$ cat config.mk
export PLATFORM = sky130hd
export DESIGN_NAME = collision_scheduler
export DESIGN_NICKNAME = d
export VERILOG_FILES = /design/src/rtl/collision_scheduler.sv
export SDC_FILE = /design/constraint.sdc
export NUM_CORES = 1
export LEC_CHECK = 0
export CAP_MARGIN = 0
export CORE_MARGIN = 8
export CORE_UTILIZATION = 45
export DETAILED_ROUTE_END_ITERATION = 12
export PLACE_DENSITY = 0.66
export SKIP_LAST_GASP = 1
export SLEW_MARGIN = 25
export SYNTH_ARGS = -nofsm -noshare
export SYNTH_HDL_FRONTEND = slang
export SYNTH_SLANG_ARGS = --single-unit
export TNS_END_PERCENT = 20
$ cat constraint.sdc
create_clock -name i_Clk -period 4.1 [get_ports i_Clk]
set_input_delay 0.41 -clock i_Clk [delete_from_list [all_inputs] [get_ports i_Clk]]
set_output_delay 0.41 -clock i_Clk [all_outputs]
set_load 0.05 [all_outputs]
$ cat src/rtl/collision_scheduler.sv
// Time-multiplexed frog/car overlap checker: snapshots positions on a frame start and scans one lane per clock.
// Optional COLLISION_STICKY_EN makes the collision result set-only until i_Clear.
module collision_scheduler #(
    parameter int                     TILE_SIZE = 32,
    parameter int                     NUM_LANES = 6,
    parameter logic [9*NUM_LANES-1:0] LANE_Y    = {9'd352, 9'd320, 9'd288, 9'd160, 9'd128, 9'd96}
) (
    input  logic                    i_Clk,
    input  logic                    i_Reset,
    input  logic                    i_Frame_Start,
    input  logic [9:0]              i_Frog_X,
    input  logic [8:0]              i_Frog_Y,
    input  logic [10*NUM_LANES-1:0] i_Car_X,
    input  logic                    i_Clear,
    output logic                    o_Busy,
    output logic                    o_Scan_Done,
    output logic                    o_Has_Collided,
    output logic [2:0]              o_Hit_Lane
);

    localparam logic [1:0]  ST_IDLE   = 2'd0;
    localparam logic [1:0]  ST_SCAN   = 2'd1;
    localparam logic [1:0]  ST_DONE   = 2'd2;
    localparam logic [2:0]  LAST_LANE = 3'(NUM_LANES - 1);
    localparam logic [10:0] TILE      = 11'(TILE_SIZE);

    logic [1:0]              state_q, state_d;
    logic [2:0]              lane_cnt_q, lane_cnt_d;
    logic                    pending_q, pending_d;
    logic [9:0]              frog_x_q, frog_x_d;
    logic [8:0]              frog_y_q, frog_y_d;
    logic [10*NUM_LANES-1:0] car_x_q, car_x_d;
    logic                    acc_hit_q, acc_hit_d;
    logic [2:0]              acc_lane_q, acc_lane_d;
    logic                    busy_q, busy_d;
    logic                    done_q, done_d;
    logic                    has_q, has_d;
    logic [2:0]              hit_lane_q, hit_lane_d;

    logic [9:0]  sel_car_x;
    logic [8:0]  sel_lane_y;
    logic [10:0] fx_w, cx_w, fy_w, ly_w;
    logic        lane_hit;
    logic        take_snap;

    always_comb begin
        sel_car_x  = '0;
        sel_lane_y = '0;
        for (int n = 0; n < NUM_LANES; n++) begin
            if (lane_cnt_q == 3'(n)) begin
                sel_car_x  = car_x_q[10*n +: 10];
                sel_lane_y = LANE_Y[9*n +: 9];
            end
        end
    end

    // Widened to 11 bits so X+TILE near the right screen edge cannot wrap.
    assign fx_w = {1'b0, frog_x_q};
    assign cx_w = {1'b0, sel_car_x};
    assign fy_w = {2'b00, frog_y_q};
    assign ly_w = {2'b00, sel_lane_y};
    assign lane_hit = (fx_w < cx_w + TILE) && (cx_w < fx_w + TILE) &&
                      (fy_w < ly_w + TILE) && (ly_w < fy_w + TILE);

    always_comb begin
        state_d    = state_q;
        lane_cnt_d = lane_cnt_q;
        pending_d  = pending_q;
        frog_x_d   = frog_x_q;
        frog_y_d   = frog_y_q;
        car_x_d    = car_x_q;
        acc_hit_d  = acc_hit_q;
        acc_lane_d = acc_lane_q;
        busy_d     = busy_q;
        done_d     = 1'b0;
        has_d      = has_q;
        hit_lane_d = hit_lane_q;
        take_snap  = 1'b0;

`ifdef COLLISION_STICKY_EN
        if (i_Clear) begin
            has_d      = 1'b0;
            hit_lane_d = 3'd0;
        end
`endif

        case (state_q)
            ST_IDLE: begin
                if (i_Frame_Start) begin
                    take_snap = 1'b1;
                    state_d   = ST_SCAN;
                    busy_d    = 1'b1;
                end
            end
            ST_SCAN: begin
                if (i_Frame_Start) pending_d = 1'b1;
                if (lane_hit && !acc_hit_q) begin
                    acc_hit_d  = 1'b1;
                    acc_lane_d = lane_cnt_q;
                end
                if (lane_cnt_q == LAST_LANE) state_d = ST_DONE;
                else                         lane_cnt_d = lane_cnt_q + 3'd1;
            end
            ST_DONE: begin
                done_d = 1'b1;
`ifdef COLLISION_STICKY_EN
                if (acc_hit_q && !has_d) begin
                    has_d      = 1'b1;
                    hit_lane_d = acc_lane_q;
                end
`else
                has_d      = acc_hit_q;
                hit_lane_d = acc_lane_q;
`endif
                // A request seen during the scan (or on this edge) restarts without an idle cycle.
                if (pending_q || i_Frame_Start) begin
                    take_snap = 1'b1;
                    pending_d = 1'b0;
                    state_d   = ST_SCAN;
                    busy_d    = 1'b1;
                end else begin
                    state_d = ST_IDLE;
                    busy_d  = 1'b0;
                end
            end
            default: begin
                state_d = ST_IDLE;
                busy_d  = 1'b0;
            end
        endcase

        if (take_snap) begin
            frog_x_d   = i_Frog_X;
            frog_y_d   = i_Frog_Y;
            car_x_d    = i_Car_X;
            lane_cnt_d = 3'd0;
            acc_hit_d  = 1'b0;
            acc_lane_d = 3'd0;
        end
    end

`ifndef COLLISION_STICKY_EN
    logic unused_clear;
    assign unused_clear = i_Clear;
`endif

    always_ff @(posedge i_Clk) begin
        if (i_Reset) begin
            state_q    <= ST_IDLE;
            lane_cnt_q <= 3'd0;
            pending_q  <= 1'b0;
            frog_x_q   <= '0;
            frog_y_q   <= '0;
            car_x_q    <= '0;
            acc_hit_q  <= 1'b0;
            acc_lane_q <= 3'd0;
            busy_q     <= 1'b0;
            done_q     <= 1'b0;
            has_q      <= 1'b0;
            hit_lane_q <= 3'd0;
        end else begin
            state_q    <= state_d;
            lane_cnt_q <= lane_cnt_d;
            pending_q  <= pending_d;
            frog_x_q   <= frog_x_d;
            frog_y_q   <= frog_y_d;
            car_x_q    <= car_x_d;
            acc_hit_q  <= acc_hit_d;
            acc_lane_q <= acc_lane_d;
            busy_q     <= busy_d;
            done_q     <= done_d;
            has_q      <= has_d;
            hit_lane_q <= hit_lane_d;
        end
    end

    assign o_Busy         = busy_q;
    assign o_Scan_Done    = done_q;
    assign o_Has_Collided = has_q;
    assign o_Hit_Lane     = hit_lane_q;

endmodule

==> impl_metrics.tcl, run 1 <==
set metrics [dict create \
    grt_max_degree 50 \
    drt-initial-drc-count 231 \
    min_path_type "flip-flop to flip-flop" \
    worst_path_max_delay_cell "a2111oi_0" \
    max-slew-margin-rel_pct 39.9 \
    layout_common_cells "nand2_1, a21oi_1, dfxtp_1" \
    critical_path.max_fanout 23 \
    grt_remaining_overflow 0 \
    busiest_layer "met2" \
    cts_sinks 95 \
    worstPathBufferInverterCount 2 \
    start_kind "flip-flop" \
    finalHoldViolCount 0 \
    clk_pin_slew_ns 0.09 \
    io_pins 89 \
    met3_usage_pct 4.79 \
    worst_slew_pin_slew_ns 0.899 \
    syn_to_final_growth_pct 25.2 \
    grt_usage_pct 18.3 \
    drv_slew 0 \
    worstPathArrival_ns 4.17 \
    final-seq-area_sq_um 1900 \
    fin_tns_setup_ns 0 \
    layout_min_cycle_time_ns 3.90 \
    clockBufferDepth 2 \
    place_inst 840 \
    nets 829 \
    ys_async_sr_fraction_pct 0 \
    ys_seq_elements 95 \
    min_period_over_period_pct 95.0 \
    path_common_cell "ha_1" \
    cts_buffers 9 \
    antennaDiodeCount 0 \
    drtPass1Iterations 5 \
    vias 4488 \
    cts-root-buf "clkbuf_8" \
    avgSynthCellArea_sq_um 7.78 \
    critPathRequiredTime_ns 4.38 \
    fillerInstances 1036 \
    synthCells 639 \
    ys_types 56 \
    gp_congestion 0.856 \
    setup_violations 0 \
    num_rows 38 \
    wl_per_cell_microns 15.4 \
    drive_above_1_share_pct 7.55 \
    port_buffers 87 \
    use_met2_pct 28.1 \
    cpPeakStageDelay_ns 0.40 \
    maxCapViolations 0 \
    synth_edf_count 0 \
    crit_type "flip-flop to flip-flop" \
    final.setup_skew_ns 0.00917 \
    start_util_pct 46.0 \
    ys_seq_area_share_pct 38.3 \
    grt_pass1_vias 4351 \
    fmax_mhz 257 \
    multi_input_area_sq_um 2820 \
    die-area_sq_um 14700 \
    p_leak_nw 2.43 \
    syn_area_sq_um 4970 \
    final_cells 855 \
    routed_wl_microns 13200 \
    outcome "finished clean" \
    grt_pass1_wl_microns 21500 \
    cp_top_family "compound AO/OA/AOI/OAI gates" \
    syn_nets 757 \
    cts_tree "built" \
    worst_setup_path_end_kind "flip-flop" \
    clk_latency_ns 0.38 \
    synthFlopType "dfxtp_1" \
    drcViolationCount 0 \
    hpwl_microns 9930 \
    cp_cell_sequence "buf_4 > ha_1 > ha_1 > buf_4 > a221o_1 > a32oi_1 > ha_1 > nand3_1 > xor2_1 > ha_1 > a2111oi_0 > o21ai_0 > a21oi_2 > a311oi_4 > o21a_2 > a22o_1" \
    antenna_left 0 \
    antenna_found_initial 0 \
    ys_warn_count 0 \
    final_common_cell "nand2_1" \
    coreArea_sq_um 10800 \
    rsz0062_at_grt "no" \
    die_y_microns 121 \
    vias_per_cell 5.25 \
    htree_levels 3 \
    p_per_area_nw_per_um2 343 \
    met1_usage_pct 24.4 \
    ir_worst_vdd_uv 213 \
    die_width_microns 121 \
]
## path summary, 6_finish.rpt
check                 from            end  slack (ns)  cells past startpoint
max          lane_cnt_q[0]  acc_lane_q[1]        0.20                     16
min            frog_y_q[4]    frog_y_q[4]        0.46                      2
max reg2reg  lane_cnt_q[0]  acc_lane_q[1]        0.20                     16
min reg2reg    frog_y_q[4]    frog_y_q[4]        0.46                      2
## synthesized netlist by cell type (5+ instances only)
cell / number / share of area, %
a21o_1: 8 / 1.2
a21oi_1: 106 / 11
a32oi_1: 6 / 1.1
buf_2: 5 / 0.50
clkbuf_1: 32 / 2.4
dfxtp_1: 95 / 38
ha_1: 35 / 8.8
inv_1: 21 / 1.6
mux2i_1: 5 / 1.0
nand2_1: 175 / 13
nand2b_1: 9 / 1.1
nand3_1: 8 / 0.81
nand3b_1: 7 / 1.1
nor2_1: 23 / 1.7
nor2b_1: 11 / 1.4
nor3_1: 6 / 0.60
o21a_1: 7 / 1.1
o21ai_0: 10 / 1.0
or2_2: 5 / 0.63
xor2_1: 6 / 1.1
## area by class of cell
cell class | count | share of cell area, %
clock inverter | 5 | 1.31
timing repair buffer | 105 | 16.5
multi-input combinational | 479 | 45.3
inverter | 21 | 1.27
tap | 140 | 2.82
clock buffer | 10 | 2.21
sequential | 95 | 30.6
## worst min-delay path, stage by stage, from the launching register on
cell	delay [ns]
dfxtp_1	0.32
nand2_1	0.05
a21oi_1	0.05
## logic make-up (layout without fill, tap and decap cells)
family,Yosys count,in the layout,share of synthesized area (%)
flip-flops,95,95,38.3
multiplexers,5,5,1.01
AND/OR/NAND/NOR,259,259,23.1
AO/OA/AOI/OAI,170,170,21.4
buffers and inverters,65,141,5.64
XOR/XNOR,10,10,1.76
adder cells (fa/ha/maj),35,35,8.81
## sequential cells by signal, summed over array words and instances (netlist names), 2 cells and up
| register | count |
|---|---|
| acc_lane_q | 3 |
| car_x_q | 60 |
| frog_x_q | 10 |
| frog_y_q | 9 |
| lane_cnt_q | 3 |
| o_Hit_Lane | 3 |
| state_q | 2 |
## power by group
| group | switching, W | internal (W) | leakage, nW |
|---|---|---|---|
| Clock | 0.000336 | 0.000358 | 0.109 |
| Sequential | 0.0000392 | 0.000974 | 0.779 |
| Combinational | 0.000218 | 0.000211 | 1.55 |
## routing by layer
layer  up-vias  routed length [microns]
met4         0                      172
met3        13                      630
met1      2074                     6540
met2        88                     5840
li1       2313                        -
met5         -                        0
## metrics by stage
stage / setup WS (ns) / power (W) / hold slack [ns] / utilization [%] / cell area [sq um]
floorplan: 0.455 / 0.00128 / 0.431 / - / 4970
global placement: 0.167 / 0.00145 / 0.439 / 55.4 / 5980
detailed placement: 0.109 / 0.00145 / 0.447 / 55.4 / 5980
CTS: 0.0659 / 0.00215 / 0.460 / 57.4 / 6190
global route: 0.0308 / 0.00225 / 0.479 / 57.7 / 6220
finish: 0.205 / 0.00214 / 0.458 / 57.7 / 6220
## timing repair
item                       4_1_cts  5_1_grt
resized for setup                0        7
buffers inserted                 0        0
hold buffers                     0        0
setup endpoints to repair        0        4
(Power assumes the default switching activity.)
==> inputs of run 2 (changes only) <==
--- a/config.mk
+++ b/config.mk
@@ -5,7 +5,8 @@
 export SDC_FILE = /design/constraint.sdc
 export NUM_CORES = 1
 export LEC_CHECK = 0
-export CAP_MARGIN = 0
+export CAP_MARGIN = 20
+export CORE_ASPECT_RATIO = 1.1
 export CORE_MARGIN = 8
 export CORE_UTILIZATION = 45
 export DETAILED_ROUTE_END_ITERATION = 12
==> run 2 against run 1 <==
Effect of this change: total power rose by 6.4%; global-route usage is 0.15 points lower; largest cell class unchanged; clock skew shrank 0.0034 ns; maximum frequency increased by 3.0%; highest routed layer unchanged; worst setup slack gained 0.11 ns; die area about the same.
==> impl_metrics.tcl, run 2 (synthesized netlist as in run 1, its figures left out) <==
set metrics [dict create \
    outcome "finished clean" \
    die_width_microns 116 \
    fmax_mhz 264 \
    cts_tree "built" \
    grt_remaining_overflow 0 \
    p_per_area_nw_per_um2 362 \
    nets 824 \
    p_leak_nw 2.44 \
    cts_resized 0 \
    fillerInstances 1040 \
    cpPeakStageDelay_ns 0.40 \
    wl_per_cell_microns 15.3 \
    reg_top3 "car_x_q x60, frog_x_q x10, frog_y_q x9" \
    coreArea_sq_um 10900 \
    critical_path.max_fanout 11 \
    max-slew-margin-rel_pct 54.0 \
    die_y_microns 126 \
    finalHoldViolCount 0 \
    port_buffers 87 \
    start_kind "flip-flop" \
    r2r-start "lane_cnt_q[0]" \
    clockBufferDepth 2 \
    hold_slack_ns 0.456 \
    routed_wl_microns 13100 \
    worst_path_max_delay_cell "a2111oi_1" \
    antenna_found_initial 0 \
    layout_min_cycle_time_ns 3.78 \
    grt_pass1_wl_microns 21500 \
    multi_input_area_sq_um 2840 \
    worst_slew_pin_slew_ns 0.690 \
    worst_setup_path_end_kind "flip-flop" \
    hpwl_microns 9890 \
    r2r-end "acc_lane_q[1]" \
    postCtsHoldBufs 0 \
    antennaDiodeCount 0 \
    vias_per_cell 5.25 \
    cts_setup_buffers 0 \
    syn_to_final_growth_pct 26.5 \
    grt_pass1_vias 4444 \
    htree_levels 3 \
    maxCapViolations 0 \
    ir_worst_vdd_uv 192 \
    regToRegSetupSlack_ns 0.32 \
    clk_pin_slew_ns 0.07 \
    cp_cell_sequence "inv_1 > ha_4 > buf_4 > nor2b_1 > buf_4 > o31a_1 > o22ai_2 > inv_1 > nand3_1 > xor2_1 > ha_1 > a2111oi_1 > o21ai_0 > a21oi_2 > a311oi_4 > nor4_4 > a22o_1" \
    largest_reg_flops 60 \
    fin_util_pct 57.9 \
    drv_slew 0 \
    layout_common_cells "nand2_1, a21oi_1, dfxtp_1" \
    drtPass1Iterations 4 \
    drt-initial-drc-count 236 \
    top_register "car_x_q" \
    grt_usage_pct 18.2 \
    final_common_cell "nand2_1" \
    final-seq-area_sq_um 1900 \
    min_path_type "flip-flop to flip-flop" \
    hold_end "frog_y_q[2]" \
    die-area_sq_um 14700 \
    worstPathArrival_ns 4.06 \
    clk_latency_ns 0.34 \
    cts-root-buf "clkbuf_16" \
    io_pins 89 \
    critPathRequiredTime_ns 4.38 \
    gp_congestion 0.893 \
    crit_type "flip-flop to flip-flop" \
    setup_violations 0 \
    cts_buffers 9 \
    final.setup_skew_ns 0.00580 \
    vias 4505 \
    antenna_left 0 \
    min_from "frog_y_q[2]" \
    num_rows 40 \
    min_period_over_period_pct 92.2 \
    grt_max_degree 58 \
    start_util_pct 45.7 \
    reg2reg_depth 17 \
    min_delay_path_depth 2 \
    drcViolationCount 0 \
    cts_sinks 95 \
    drive_above_1_share_pct 7.17 \
]
run 2: cell types whose count changed in the layout (fill, tap and decap cells not counted), moves of 2 or more:
cell	delta
clkbuf_16	+9
clkbuf_8	-9
buf_4	-4
clkbuf_1	+2
ha_4	+2
run 2: routing by layer:
| metal | track usage [%] | wire length (microns) | vias up |
|---|---|---|---|
| li1 | - | - | 2304 |
| met1 | 21.8 | 5810 | 2096 |
| met2 | 30.5 | 6470 | 86 |
| met3 | 4.40 | 578 | 19 |
| met4 | 6.65 | 282 | 0 |
| met5 | 0 | 0 | - |
run 2: worst max path at each step:
stage                             start            end  slack (ns)  cells after the start
after floorplan           lane_cnt_q[1]  acc_lane_q[0]        0.45                     21
after global placement    lane_cnt_q[0]  acc_lane_q[2]        0.16                     15
after detailed placement  lane_cnt_q[0]  acc_lane_q[1]        0.07                     15
after CTS                 lane_cnt_q[0]  acc_lane_q[1]        0.05                     17
after global routing      lane_cnt_q[1]  acc_lane_q[1]      -0.002                     16
final                     lane_cnt_q[0]  acc_lane_q[1]        0.32                     17
run 2: where the power goes:
group	internal [W]	switching, W
registers	0.000975	0.0000402
clock network	0.000492	0.000349
logic	0.000204	0.000213
run 2: critical path: cells and delay by family (launching register included):
family | cells | cell delay [ns]
compound gates | 7 | 1.56
xor+xnor | 1 | 0.15
fa+ha+maj | 2 | 0.50
buf+inv | 4 | 0.64
flops | 1 | 0.36
simple gates | 3 | 0.49
run 2: cell type report:
type / instances / share of cell area, %
Clock buffer: 12 / 3.92
Clock inverter: 4 / 0.856
Inverter: 21 / 1.25
Multi-Input combinational cell: 479 / 45.2
Sequential cell: 95 / 30.3
Tap cell: 147 / 2.93
Timing Repair Buffer: 100 / 15.5
run 2: per-stage QoR:
stage	total power, W	setup WS, ns	cells	instance area (sq um)	TNS, ns
global placement	0.00143	0.160	842	5930	0
finish	0.00227	0.318	858	6280	0
global route	0.00239	-0.00179	858	6280	-0.00223
floorplan	0.00128	0.455	639	4970	0
detailed placement	0.00144	0.0699	842	5930	0
CTS	0.00229	0.0540	858	6230	0
==> inputs of run 3 (changes only) <==
--- a/config.mk
+++ b/config.mk
@@ -9,10 +9,10 @@
 export CORE_ASPECT_RATIO = 1.1
 export CORE_MARGIN = 8
 export CORE_UTILIZATION = 45
+export CTS_CLUSTER_SIZE = 16
 export DETAILED_ROUTE_END_ITERATION = 12
 export PLACE_DENSITY = 0.66
 export SKIP_LAST_GASP = 1
-export SLEW_MARGIN = 25
 export SYNTH_ARGS = -nofsm -noshare
 export SYNTH_HDL_FRONTEND = slang
 export SYNTH_SLANG_ARGS = --single-unit
==> results of run 3 <==
No change in the layout: final DEF, timing and power equal those of run 2.
